--- config.mk ---
export PLATFORM = sky130hd
export DESIGN_NAME = regfile_wb_arbiter_flat
export DESIGN_NICKNAME = d
export VERILOG_FILES = /design/src/rtl/regfile_wb_arbiter_if.sv /design/src/rtl/regfile_wb_arbiter.sv /design/src/flat_wrapper.sv
export SDC_FILE = /design/constraint.sdc
export NUM_CORES = 1
export LEC_CHECK = 0
export ABC_AREA = 0
export CORE_ASPECT_RATIO = 1.5
export CORE_MARGIN = 2
export CORE_UTILIZATION = 36
export CTS_CLUSTER_DIAMETER = 40
export CTS_CLUSTER_SIZE = 14
export DETAILED_ROUTE_END_ITERATION = 16
export GPL_ROUTABILITY_DRIVEN = 0
export GPL_TIMING_DRIVEN = 0
export PLACE_DENSITY = 0.8
export SETUP_SLACK_MARGIN = 0.05
export SYNTH_ARGS = -nofsm -noshare
export SYNTH_HDL_FRONTEND = slang
export SYNTH_SLANG_ARGS = --single-unit
--- constraint.sdc ---
create_clock -name clk -period 1.6 [get_ports clk]
set_clock_uncertainty 0.05 [all_clocks]
set_input_delay 0.32 -clock clk [delete_from_list [all_inputs] [get_ports clk]]
set_output_delay 0.32 -clock clk [all_outputs]
set_load 0.02 [all_outputs]
--- src/rtl/regfile_wb_arbiter_if.sv ---
// regfile_wb_arbiter_if: writeback requesters, reservation input and register file write port bundle
interface regfile_wb_arbiter_if #(
  parameter int DATA_W = 32,
  parameter int ADDR_W = 4,
  parameter int NREG = 16
);
  logic alu_req;
  logic [ADDR_W-1:0] alu_addr;
  logic [DATA_W-1:0] alu_data;
  logic alu_gnt;
  logic mem_req;
  logic [ADDR_W-1:0] mem_addr;
  logic [DATA_W-1:0] mem_data;
  logic mem_gnt;
  logic rsv_valid;
  logic [ADDR_W-1:0] rsv_addr;
  logic [NREG-1:0] busy_vec;
  logic rf_write_enable;
  logic [ADDR_W-1:0] rf_write_register;
  logic [DATA_W-1:0] rf_write_data;
  logic sb_err;
  modport slave (
    input alu_req, alu_addr, alu_data, mem_req, mem_addr, mem_data, rsv_valid, rsv_addr,
    output alu_gnt, mem_gnt, busy_vec, rf_write_enable, rf_write_register, rf_write_data, sb_err
  );
  modport master (
    output alu_req, alu_addr, alu_data, mem_req, mem_addr, mem_data, rsv_valid, rsv_addr,
    input alu_gnt, mem_gnt, busy_vec, rf_write_enable, rf_write_register, rf_write_data, sb_err
  );
endinterface

--- src/rtl/regfile_wb_arbiter.sv ---
// regfile_wb_arbiter: round-robin share of the register file write port between ALU and load path, with busy scoreboard
// Optional macro SB_CHECK_EN builds the sticky sb_err check for writes to unreserved registers.
module regfile_wb_arbiter #(
  parameter int DATA_W = 32,
  parameter int ADDR_W = 4,
  parameter int NREG = 16
) (
  input logic clk,
  input logic rst,
  regfile_wb_arbiter_if.slave bus
);
  typedef enum logic {GNT_ALU, GNT_MEM} grant_e;
  grant_e last_q, last_d;
  logic alu_gnt, mem_gnt, xfer;
  logic [ADDR_W-1:0] xaddr, waddr_q, waddr_d;
  logic [DATA_W-1:0] wdata_q, wdata_d;
  logic we_q, we_d;
  logic [NREG-1:0] busy_q, busy_d;
  always_comb begin
    alu_gnt = bus.alu_req & (~bus.mem_req | (last_q == GNT_MEM));
    mem_gnt = bus.mem_req & (~bus.alu_req | (last_q == GNT_ALU));
    xfer = alu_gnt | mem_gnt;
    xaddr = alu_gnt ? bus.alu_addr : bus.mem_addr;
    last_d = alu_gnt ? GNT_ALU : mem_gnt ? GNT_MEM : last_q;
    we_d = xfer;
    waddr_d = xfer ? xaddr : waddr_q;
    wdata_d = alu_gnt ? bus.alu_data : mem_gnt ? bus.mem_data : wdata_q;
    busy_d = busy_q;
    if (xfer) busy_d[xaddr] = 1'b0;
    // a fresh reservation supersedes the retiring write to the same register
    if (bus.rsv_valid) busy_d[bus.rsv_addr] = 1'b1;
  end
  always_ff @(posedge clk or posedge rst)
    if (rst) begin
      last_q <= GNT_MEM;
      we_q <= 1'b0;
      waddr_q <= '0;
      wdata_q <= '0;
      busy_q <= '0;
    end else begin
      last_q <= last_d;
      we_q <= we_d;
      waddr_q <= waddr_d;
      wdata_q <= wdata_d;
      busy_q <= busy_d;
    end
`ifdef SB_CHECK_EN
  logic sb_err_q, sb_err_d;
  always_comb sb_err_d = sb_err_q | (xfer & ~busy_q[xaddr]);
  always_ff @(posedge clk or posedge rst)
    if (rst) sb_err_q <= 1'b0;
    else sb_err_q <= sb_err_d;
  assign bus.sb_err = sb_err_q;
`else
  assign bus.sb_err = 1'b0;
`endif
  assign bus.alu_gnt = alu_gnt;
  assign bus.mem_gnt = mem_gnt;
  assign bus.busy_vec = busy_q;
  assign bus.rf_write_enable = we_q;
  assign bus.rf_write_register = waddr_q;
  assign bus.rf_write_data = wdata_q;
endmodule

--- src/flat_wrapper.sv ---
// flat-port wrapper written by rule: the top's interface ports become plain ports
module regfile_wb_arbiter_flat 
#(
  parameter int DATA_W = 32,
  parameter int ADDR_W = 4,
  parameter int NREG = 16
)
  (clk, rst, bus_alu_req, bus_alu_addr, bus_alu_data, bus_mem_req, bus_mem_addr, bus_mem_data, bus_rsv_valid, bus_rsv_addr, bus_alu_gnt, bus_mem_gnt, bus_busy_vec, bus_rf_write_enable, bus_rf_write_register, bus_rf_write_data, bus_sb_err);
  regfile_wb_arbiter_if #(.DATA_W(DATA_W), .ADDR_W(ADDR_W), .NREG(NREG)) bus_i ();
  input logic clk;
  input logic rst;
  input wire logic [$bits(bus_i.alu_req)-1:0] bus_alu_req;
  input wire logic [$bits(bus_i.alu_addr)-1:0] bus_alu_addr;
  input wire logic [$bits(bus_i.alu_data)-1:0] bus_alu_data;
  input wire logic [$bits(bus_i.mem_req)-1:0] bus_mem_req;
  input wire logic [$bits(bus_i.mem_addr)-1:0] bus_mem_addr;
  input wire logic [$bits(bus_i.mem_data)-1:0] bus_mem_data;
  input wire logic [$bits(bus_i.rsv_valid)-1:0] bus_rsv_valid;
  input wire logic [$bits(bus_i.rsv_addr)-1:0] bus_rsv_addr;
  output wire logic [$bits(bus_i.alu_gnt)-1:0] bus_alu_gnt;
  output wire logic [$bits(bus_i.mem_gnt)-1:0] bus_mem_gnt;
  output wire logic [$bits(bus_i.busy_vec)-1:0] bus_busy_vec;
  output wire logic [$bits(bus_i.rf_write_enable)-1:0] bus_rf_write_enable;
  output wire logic [$bits(bus_i.rf_write_register)-1:0] bus_rf_write_register;
  output wire logic [$bits(bus_i.rf_write_data)-1:0] bus_rf_write_data;
  output wire logic [$bits(bus_i.sb_err)-1:0] bus_sb_err;
  assign bus_i.alu_req = bus_alu_req;
  assign bus_i.alu_addr = bus_alu_addr;
  assign bus_i.alu_data = bus_alu_data;
  assign bus_i.mem_req = bus_mem_req;
  assign bus_i.mem_addr = bus_mem_addr;
  assign bus_i.mem_data = bus_mem_data;
  assign bus_i.rsv_valid = bus_rsv_valid;
  assign bus_i.rsv_addr = bus_rsv_addr;
  assign bus_alu_gnt = bus_i.alu_gnt;
  assign bus_mem_gnt = bus_i.mem_gnt;
  assign bus_busy_vec = bus_i.busy_vec;
  assign bus_rf_write_enable = bus_i.rf_write_enable;
  assign bus_rf_write_register = bus_i.rf_write_register;
  assign bus_rf_write_data = bus_i.rf_write_data;
  assign bus_sb_err = bus_i.sb_err;
  regfile_wb_arbiter #(.DATA_W(DATA_W), .ADDR_W(ADDR_W), .NREG(NREG)) u_core (.clk(clk), .rst(rst), .bus(bus_i));
endmodule
Word level (Yosys, flattened, before mapping). Cells that the tools add are included. W data, S select, Z words.

Output and inout port bits: 56. Logic and storage cells: 34. Register bits: 54. Input bits: 81.

Bitwise gates (word level): 11. Order comparisons: 4. Reduce and logical (&&, ||, !) cells: 3. Muxes and demuxes: 11.

Operators with widths (count): $mux W32 (2); $mux W16 (2); $and A16 B16 Y16 (1); $not A16 Y16 (1); $or A16 B16 Y16 (1); $lt A4 B5 Y1 const B (2); $demux W1 S4 (2); $ge A4 B1 Y1 const B (2); $mux W1 (4); $mux W4 (1); $not A1 Y1 (3); $or A1 B1 Y1 (3); $and A1 B1 Y1 (2); $logic_and A1 B1 Y1 (2); $reduce_bool A2 Y1 (1).

Logic depth before layout (Yosys ltp). Gate-level depths: netlist of run 1.

Depth after elaboration: 13. Mapped depth: 7. Depth with buffers taken out: 5.

Least setup slack after synthesis of run 1. No wires, ideal clock.

Kind: reg-to-output. Start: reg u_core.last_q. End: out bus_alu_gnt. Path buffers: 2. Required time: 1.230 ns. Arrival: 1.185 ns. Cell stages (with the launch flop): 6. Slack: 0.045 ns. Cells stage by stage: dfstp_2 > nand2b_1 > buf_2 > nand2_1 > buf_2 > inv_1.

Cells in the longest elaborated chain, start to end: 2.

RTL lines: start, declared (RTL line regfile_wb_arbiter.sv:13) `grant_e last_q, last_d;`; start signal, assigned (RTL line regfile_wb_arbiter.sv:41) `last_q <= last_d;`; $or A1 B1 Y1 (RTL line regfile_wb_arbiter.sv:20) `alu_gnt = bus.alu_req & (~bus.mem_req | (last_q == GNT_MEM));`; $and A1 B1 Y1 (RTL line regfile_wb_arbiter.sv:20); end, declared (RTL line flat_wrapper.sv:20) `output wire logic [$bits(bus_i.alu_gnt)-1:0] bus_alu_gnt;`.

Every way passes these cells.

Final worst setup path of run 1.
Start: reg u_core.last_q. End: reg u_core.busy_q[10] (netlist: u_core.bus.busy_vec[10]).

Cells in the longest elaborated chain, start to end: 12. Elaborated cells on any way between the ends: 17. Those cells by class: order compare: 2; mux: 5; bitwise: 9; reduce/logical: 1.

RTL lines: $or A1 B1 Y1 (RTL line regfile_wb_arbiter.sv:20); $and A1 B1 Y1 (RTL line regfile_wb_arbiter.sv:20); $mux W4 (RTL line regfile_wb_arbiter.sv:23) `xaddr = alu_gnt ? bus.alu_addr : bus.mem_addr;`; $lt A4 B5 Y1 (implied by the code) / $ge A4 B1 Y1 (equally long branches) (RTL line regfile_wb_arbiter.sv:29) `if (xfer) busy_d[xaddr] = 1'b0;`; $logic_and A1 B1 Y1 (implied by the code) (RTL line regfile_wb_arbiter.sv:29); $mux W1 (implied by the code) (RTL line regfile_wb_arbiter.sv:29); $demux W1 S4; $not A16 Y16 (no source line); $and A16 B16 Y16 (no source line); $mux W16 (*) (RTL line regfile_wb_arbiter.sv:29); $or A16 B16 Y16 (no source line); $mux W16 (*) (RTL line regfile_wb_arbiter.sv:31) `if (bus.rsv_valid) busy_d[bus.rsv_addr] = 1'b1;`; named net u_core.busy_d[10] (RTL line regfile_wb_arbiter.sv:18) `logic [NREG-1:0] busy_q, busy_d;`; end signal, assigned (RTL line regfile_wb_arbiter.sv:45) `busy_q <= busy_d;`; end, declared (RTL line regfile_wb_arbiter.sv:18).

The timed path passes the listed nets; every way through them passes the cells marked *. A chain may end at the register's enable or synchronous reset.

==> results of run 1 <==
metal layers:
layer  routed length [um]  GRT usage (%)
met5                    0              0
met4                  229           9.18
met3                  510           4.86
met2                 4840           38.7
met1                 3190           24.8
cells by family (layout without fill, tap and decap cells):
kind of cell | after synthesis | after routing
compound gates | 85 | 85
simple gates | 69 | 69
flops | 54 | 54
buf+inv | 36 | 195
mux | 33 | 33
other cells | 1 | 1
area by class of cell:
type | instances | area (sq um)
inverter | 19 | 77.6
fill | 619 | 2600
sequential | 54 | 1350
buffer | 16 | 155
clock buffer | 7 | 86.3
timing repair buffer | 152 | 1430
multi-input combinational | 188 | 1370
tap | 100 | 125
clock inverter | 1 | 30.0
through the flow:
| stage | hold slack [ps] | worst slack (ps) | instances | area, sq um | power [mW] |
|---|---|---|---|---|---|
| after CTS | 456 | -182 | 532 | 4520 | 4.42 |
| after floorplan | 337 | 59.9 | 278 | 2700 | 2.61 |
| after detailed placement | 441 | -919 | 513 | 4170 | 3.51 |
| after global placement | 439 | -905 | 513 | 4170 | 3.47 |
| after global routing | 481 | -210 | 537 | 4630 | 4.67 |
| final | 451 | -124 | 537 | 4630 | 4.44 |
power groups by stage:
stage	Sequential [mW]	Clock (mW)	Combinational, mW
CTS	1.76	0.991	1.66
finish	1.76	0.969	1.71
global placement	1.79	0	1.68
floorplan	2.12	0	0.486
detailed placement	1.80	0	1.71
global route	1.79	1.04	1.83
what timing repair did:
action | 4_1_cts | 5_1_grt
buffers inserted | 12 | 7
setup endpoints to repair | 107 | 54
gates cloned | 0 | 0
pin swaps | 8 | 10
endpoints found under the hold margin | 0 | 0
gates resized for setup | 118 | 25
cell usage after synthesis (3+ instances only):
| cell | count | share of area [%] |
|---|---|---|
| o21ai_0 | 5 | 0.93 |
| nor2b_1 | 4 | 0.93 |
| nand3b_1 | 3 | 0.84 |
| a21oi_1 | 47 | 8.7 |
| clkbuf_1 | 3 | 0.42 |
| nand2b_1 | 4 | 0.93 |
| a22oi_1 | 6 | 1.7 |
| nand3_1 | 4 | 0.74 |
| nor2_1 | 37 | 5.2 |
| buf_2 | 11 | 2.0 |
| mux2i_1 | 33 | 12 |
| dfrtp_1 | 53 | 49 |
| o22ai_1 | 14 | 3.3 |
| inv_1 | 18 | 2.5 |
| nand2_1 | 5 | 0.70 |
| a32oi_1 | 3 | 0.98 |
cells in the final DEF (no fill, tap or decap), types with 3 or more instances in the layout:
cell / count
a21oi_1: 38
a21oi_2: 9
a22oi_1: 3
a22oi_2: 3
buf_4: 19
buf_6: 8
buf_8: 3
clkbuf_8: 6
clkdlybuf4s50_1: 78
dfrtp_1: 53
dlygate4sd2_1: 54
inv_1: 16
mux2i_1: 32
nand2_1: 4
nand2b_1: 3
nand3b_1: 3
nor2_1: 30
nor2_2: 7
nor2b_1: 3
o21ai_1: 3
o22ai_1: 14
how the worst min path moves through the flow:
stage,endpoint,slack [ps],cells past startpoint,from
finish,u_core.bus.busy_vec[12],450,1,u_core.bus.busy_vec[12]
global route,u_core.bus.busy_vec[5],480,2,u_core.bus.busy_vec[5]
CTS,u_core.bus.busy_vec[12],460,1,u_core.bus.busy_vec[12]
global placement,u_core.bus.busy_vec[12],440,1,u_core.bus.busy_vec[12]
floorplan,u_core.bus.busy_vec[0],340,1,rst
detailed placement,u_core.bus.busy_vec[12],440,1,u_core.bus.busy_vec[12]
flip-flops by register name, summed over array words and instances, names as in the netlist:
signal and flops:
u_core.bus.rf_write_enable 1, u_core.bus.rf_write_register 4, u_core.last_q 1, u_core.bus.rf_write_data 32, u_core.bus.busy_vec 16
worst max-delay path: cells and delay by family, from the launching register on:
family	cells	cell delay, ps
buf+inv	1	150
flops	1	380
simple gates	1	350
compound gates	3	680
==> out/qor.yml, run 1 <==
outcome: "finished, violations left"
violations: "setup timing"
ff2ff_path_depth: 5
critPathLaunch: "u_core.last_q"
worst_pin_slew_ps: 1170
crit_path_start_kind: "flip-flop"
synth.distinct_cells: 35
ys_seq_area_share_pct: 50.2
hold_viol_final: 0
r2r-start: "u_core.last_q"
grt_overflow_total: 0
drt_iter0_drc: 209
port_buffers: 135
tns_ps: -742
synthAdderAreaFrac_pct: 0
endpoint: "u_core.bus.busy_vec[10]"
synthMuxAreaShare_pct: 12.3
htree_levels: 2
internal_power_mw: 2.93
drive_gt1_share_pct: 18.5
synth_compound_area_share_pct: 18.7
grt_pass1_vias: 2849
synth-xor-area-share_pct: 0
ant_nets: 0
drt-pass1-iter-count: 4
max_stage_delay_ps: 380
antenna_found_initial: 0
synth_area_per_cell_sq_um: 9.69
fmax_mhz: 580
cts_root_buffer: "clkbuf_8"
crit_type: "reg2reg"
slowest_stage: "dfstp_2"
rows: 38
dieHeight_um: 110
dr_total_vias: 2810
clkPwrFrac_pct: 21.8
worst_ep_arrival_time_ps: 1870
fp.dieArea_sq_mm: 0.00820
finalCritPeriodShare_pct: 108
grt_pass1_wl_um: 13700
grt_util_all_layers_pct: 21.9
clock-sinks: 54
swShare_pct: 34.0
clk_pin_slew_ps: 100
seqPwrFrac_pct: 39.7
setup_viol_count_final: 10
crit_fanout: 5
finalCriticalPeriod_ps: 1720
syn_nets: 359
grt_max_degree: 55
detail_route.wl_per_cell_um: 16.3
postSynthCellCount: 278
ios: 137
synth-edff-count: 0
insertion_delay_ps: 310
power_density_mw_per_mm2: 958
ys.flop_type: "dfrtp_1"
maxCapViolations: 0
maxSlewViolCount: 0
coreArea_sq_mm: 0.00723
fin_util_pct: 64.1
path_cells: "buf_4 -> nor2b_1 -> o211ai_1 -> a22oi_1 -> o22ai_1"
netlist_area_sq_mm: 0.00269
num_antenna_cells: 0
hpwl_um: 6130
synth_simple_gate_area_share_pct: 12.6
cts_tree: "built"
combPwrFrac_pct: 38.4
nNetsFinal: 517
clockBufferDepth: 2
wirelength_um: 8780
rsz0062_at_grt: "yes"
rrSetupSlack_ps: -120
power_switching_mw: 1.51
vdd_drop_max_uv: 528
synth-seq-cells: 54
fp.dieW_um: 74.6
drc: 0
synth_top_family_by_area: "compound AO/OA/AOI/OAI gates"
async_reset_ff_share_pct: 100
min_path_type: "reg2reg"
endpoint_kind: "flip-flop"
max_slew_margin_pct: 21.6
viasPerCell: 5.23
cts_hold_buf: 0
synth.yosys.warnings: 0
rr_endpoint: "u_core.bus.busy_vec[10]"
required_ps: 1750
initial_utilization_pct: 37.3
cts_buffers: 5
p_leak_nw: 1.99
area_growth_pct: 72.0
worst_slack_ps: -124
Note: power is estimated with default switching activity, not from simulation.
==> inputs of run 2 (changes only) <==
GPL_ROUTABILITY_DRIVEN = not set   (was 0)
==> run 2 against run 1 <==
The flow still finishes with violations (setup timing). Maximum frequency up 0.66%. Sequential power about the same. Sequential share of layout area up 0.74 points. Hold slack better by 5.1 ps. Combinational power down 3%. Final cell count down 0.56%. Worst setup slack better by 11 ps. Wire length down 3.3%. Clock-buffer cell count down 1. Die area unchanged. Largest power group unchanged.
==> out/qor.yml, run 2 (synthesis results as in run 1) <==
hp-start: "u_core.bus.busy_vec[15]"
viasPerCell: 5.18
max_slew_margin_pct: 22.7
finalCriticalPeriod_ps: 1710
fillers: 635
finalCritPeriodShare_pct: 107
crit_family: "flip-flops"
violations: "setup timing"
total_power_mw: 4.38
tns_ps: -1050
grt_pass1_vias: 2856
ant_nets: 0
area_growth_pct: 67.8
ios: 137
fin_util_pct: 62.5
largest_reg_flops: 32
worst_ep_arrival_time_ps: 1340
dr_total_vias: 2766
cts_buffers: 5
max_stage_delay_ps: 550
worst_pin_slew_ps: 1160
hpwl_um: 6150
dieHeight_um: 110
drc: 0
critPathBufInv: 3
cts_tree: "built"
critPathLaunch: "u_core.last_q"
rsz0062_at_grt: "yes"
htree_levels: 2
pre_cts_ws_ps: -905
power_density_mw_per_mm2: 969
final_common_cell: "clkdlybuf4s50_1"
rrSetupSlack_ps: -100
path_common_cell: "buf_4"
crit_path_start_kind: "flip-flop"
vdd_drop_max_uv: 612
fp.dieW_um: 74.6
crit_type: "reg2out"
final_cell_mix: "78 x clkdlybuf4s50_1, 55 x dlygate4sd2_1, 53 x dfrtp_1"
fin_area_sq_mm: 0.00452
insertion_delay_ps: 310
placed_area_sq_mm: 0.00417
multiInputGateArea_sq_mm: 0.00129
slowest_stage: "dfstp_2"
ff2ff_path_depth: 6
seqCellArea_sq_mm: 0.00135
initial_utilization_pct: 37.3
endpoint_kind: "primary output"
coreArea_sq_mm: 0.00723
hold_viol_final: 0
nNetsFinal: 515
grt_pass1_wl_um: 13400
num_antenna_cells: 0
drt-pass1-iter-count: 4
outcome: "finished, violations left"
r2r-start: "u_core.last_q"
final_cells: 534
setup_viol_count_final: 15
grt_util_all_layers_pct: 21.1
grt_overflow_total: 0
detail_route.wl_per_cell_um: 15.9
gp_congestion: 0.868
grt_max_degree: 55
crit_fanout: 4
cts_root_buffer: "clkbuf_8"
path_cells: "buf_4 -> a21boi_2 -> buf_6 -> buf_4"
min_path_type: "reg2reg"
crit_cells: 4
wirelength_um: 8480
port_buffers: 135
worst_slack_ps: -113
drive_gt1_share_pct: 15.2
endpoint: "bus_mem_gnt"
whs_ps: 457
rr_endpoint: "u_core.bus.busy_vec[11]"
antenna_found_initial: 0
clock-sinks: 54
fmax_mhz: 584
drt_iter0_drc: 241
rows: 38
maxCapViolations: 0
place_inst: 513
maxSlewViolCount: 0
clockBufferDepth: 2
clk_pin_slew_ps: 100
fp.dieArea_sq_mm: 0.00820
required_ps: 1230
p_leak_nw: 1.96
run 2: cell types whose count changed in the layout (fill, tap and decap cells not counted), moves of 2 or more:
cell     delta
a21oi_1     +2
a21oi_2     -2
a22oi_1     -3
a22oi_2     +3
a32oi_4     -2
buf_4       -6
buf_6       +7
buf_8       -3
nand3_1     +2
nand3_2     -2
nor2_1      +7
nor2_2      -7
run 2: repair_timing:
action | CTS | global route
hold endpoints to repair | 0 | 0
hold buffers | 0 | 0
buffers inserted | 8 | 7
resized for setup | 109 | 12
cloned | 1 | 0
pin swaps | 14 | 13
endpoints found under the setup margin | 107 | 53
run 2: worst min-delay path by stage:
| stage | cells after the start | slack [ps] | end |
|---|---|---|---|
| detailed placement | 1 | 440 | u_core.bus.busy_vec[15] |
| CTS | 1 | 460 | u_core.bus.busy_vec[15] |
| global placement | 1 | 440 | u_core.bus.busy_vec[12] |
| finish | 1 | 460 | u_core.bus.busy_vec[15] |
| global route | 1 | 490 | u_core.bus.busy_vec[15] |
| floorplan | 1 | 340 | u_core.bus.busy_vec[0] |
run 2: metal layers:
layer	up-vias	global-route usage, %	part of all wire, %
li1	1302	-	-
met1	1327	22.9	35
met2	122	39.3	56
met3	15	5.22	6.3
met4	0	6.51	1.8
met5	-	0	0
run 2: area by class of cell:
type	count	share of cell area, %
inverters	19	1.72
plain buffers	16	3.13
repair buffers	150	31.3
clock inverters	1	0.665
multi-input cells	188	28.7
well taps	100	2.77
clock buffers	6	1.83
flip-flops and latches	54	29.9
run 2: where the power goes:
| group | internal [mW] | switching (mW) | leakage, nW |
|---|---|---|---|
| Sequential | 1.63 | 0.129 | 0.613 |
| Clock | 0.502 | 0.453 | 0.0573 |
| Combinational | 0.763 | 0.901 | 1.29 |
| Total | 2.89 | 1.48 | 1.96 |
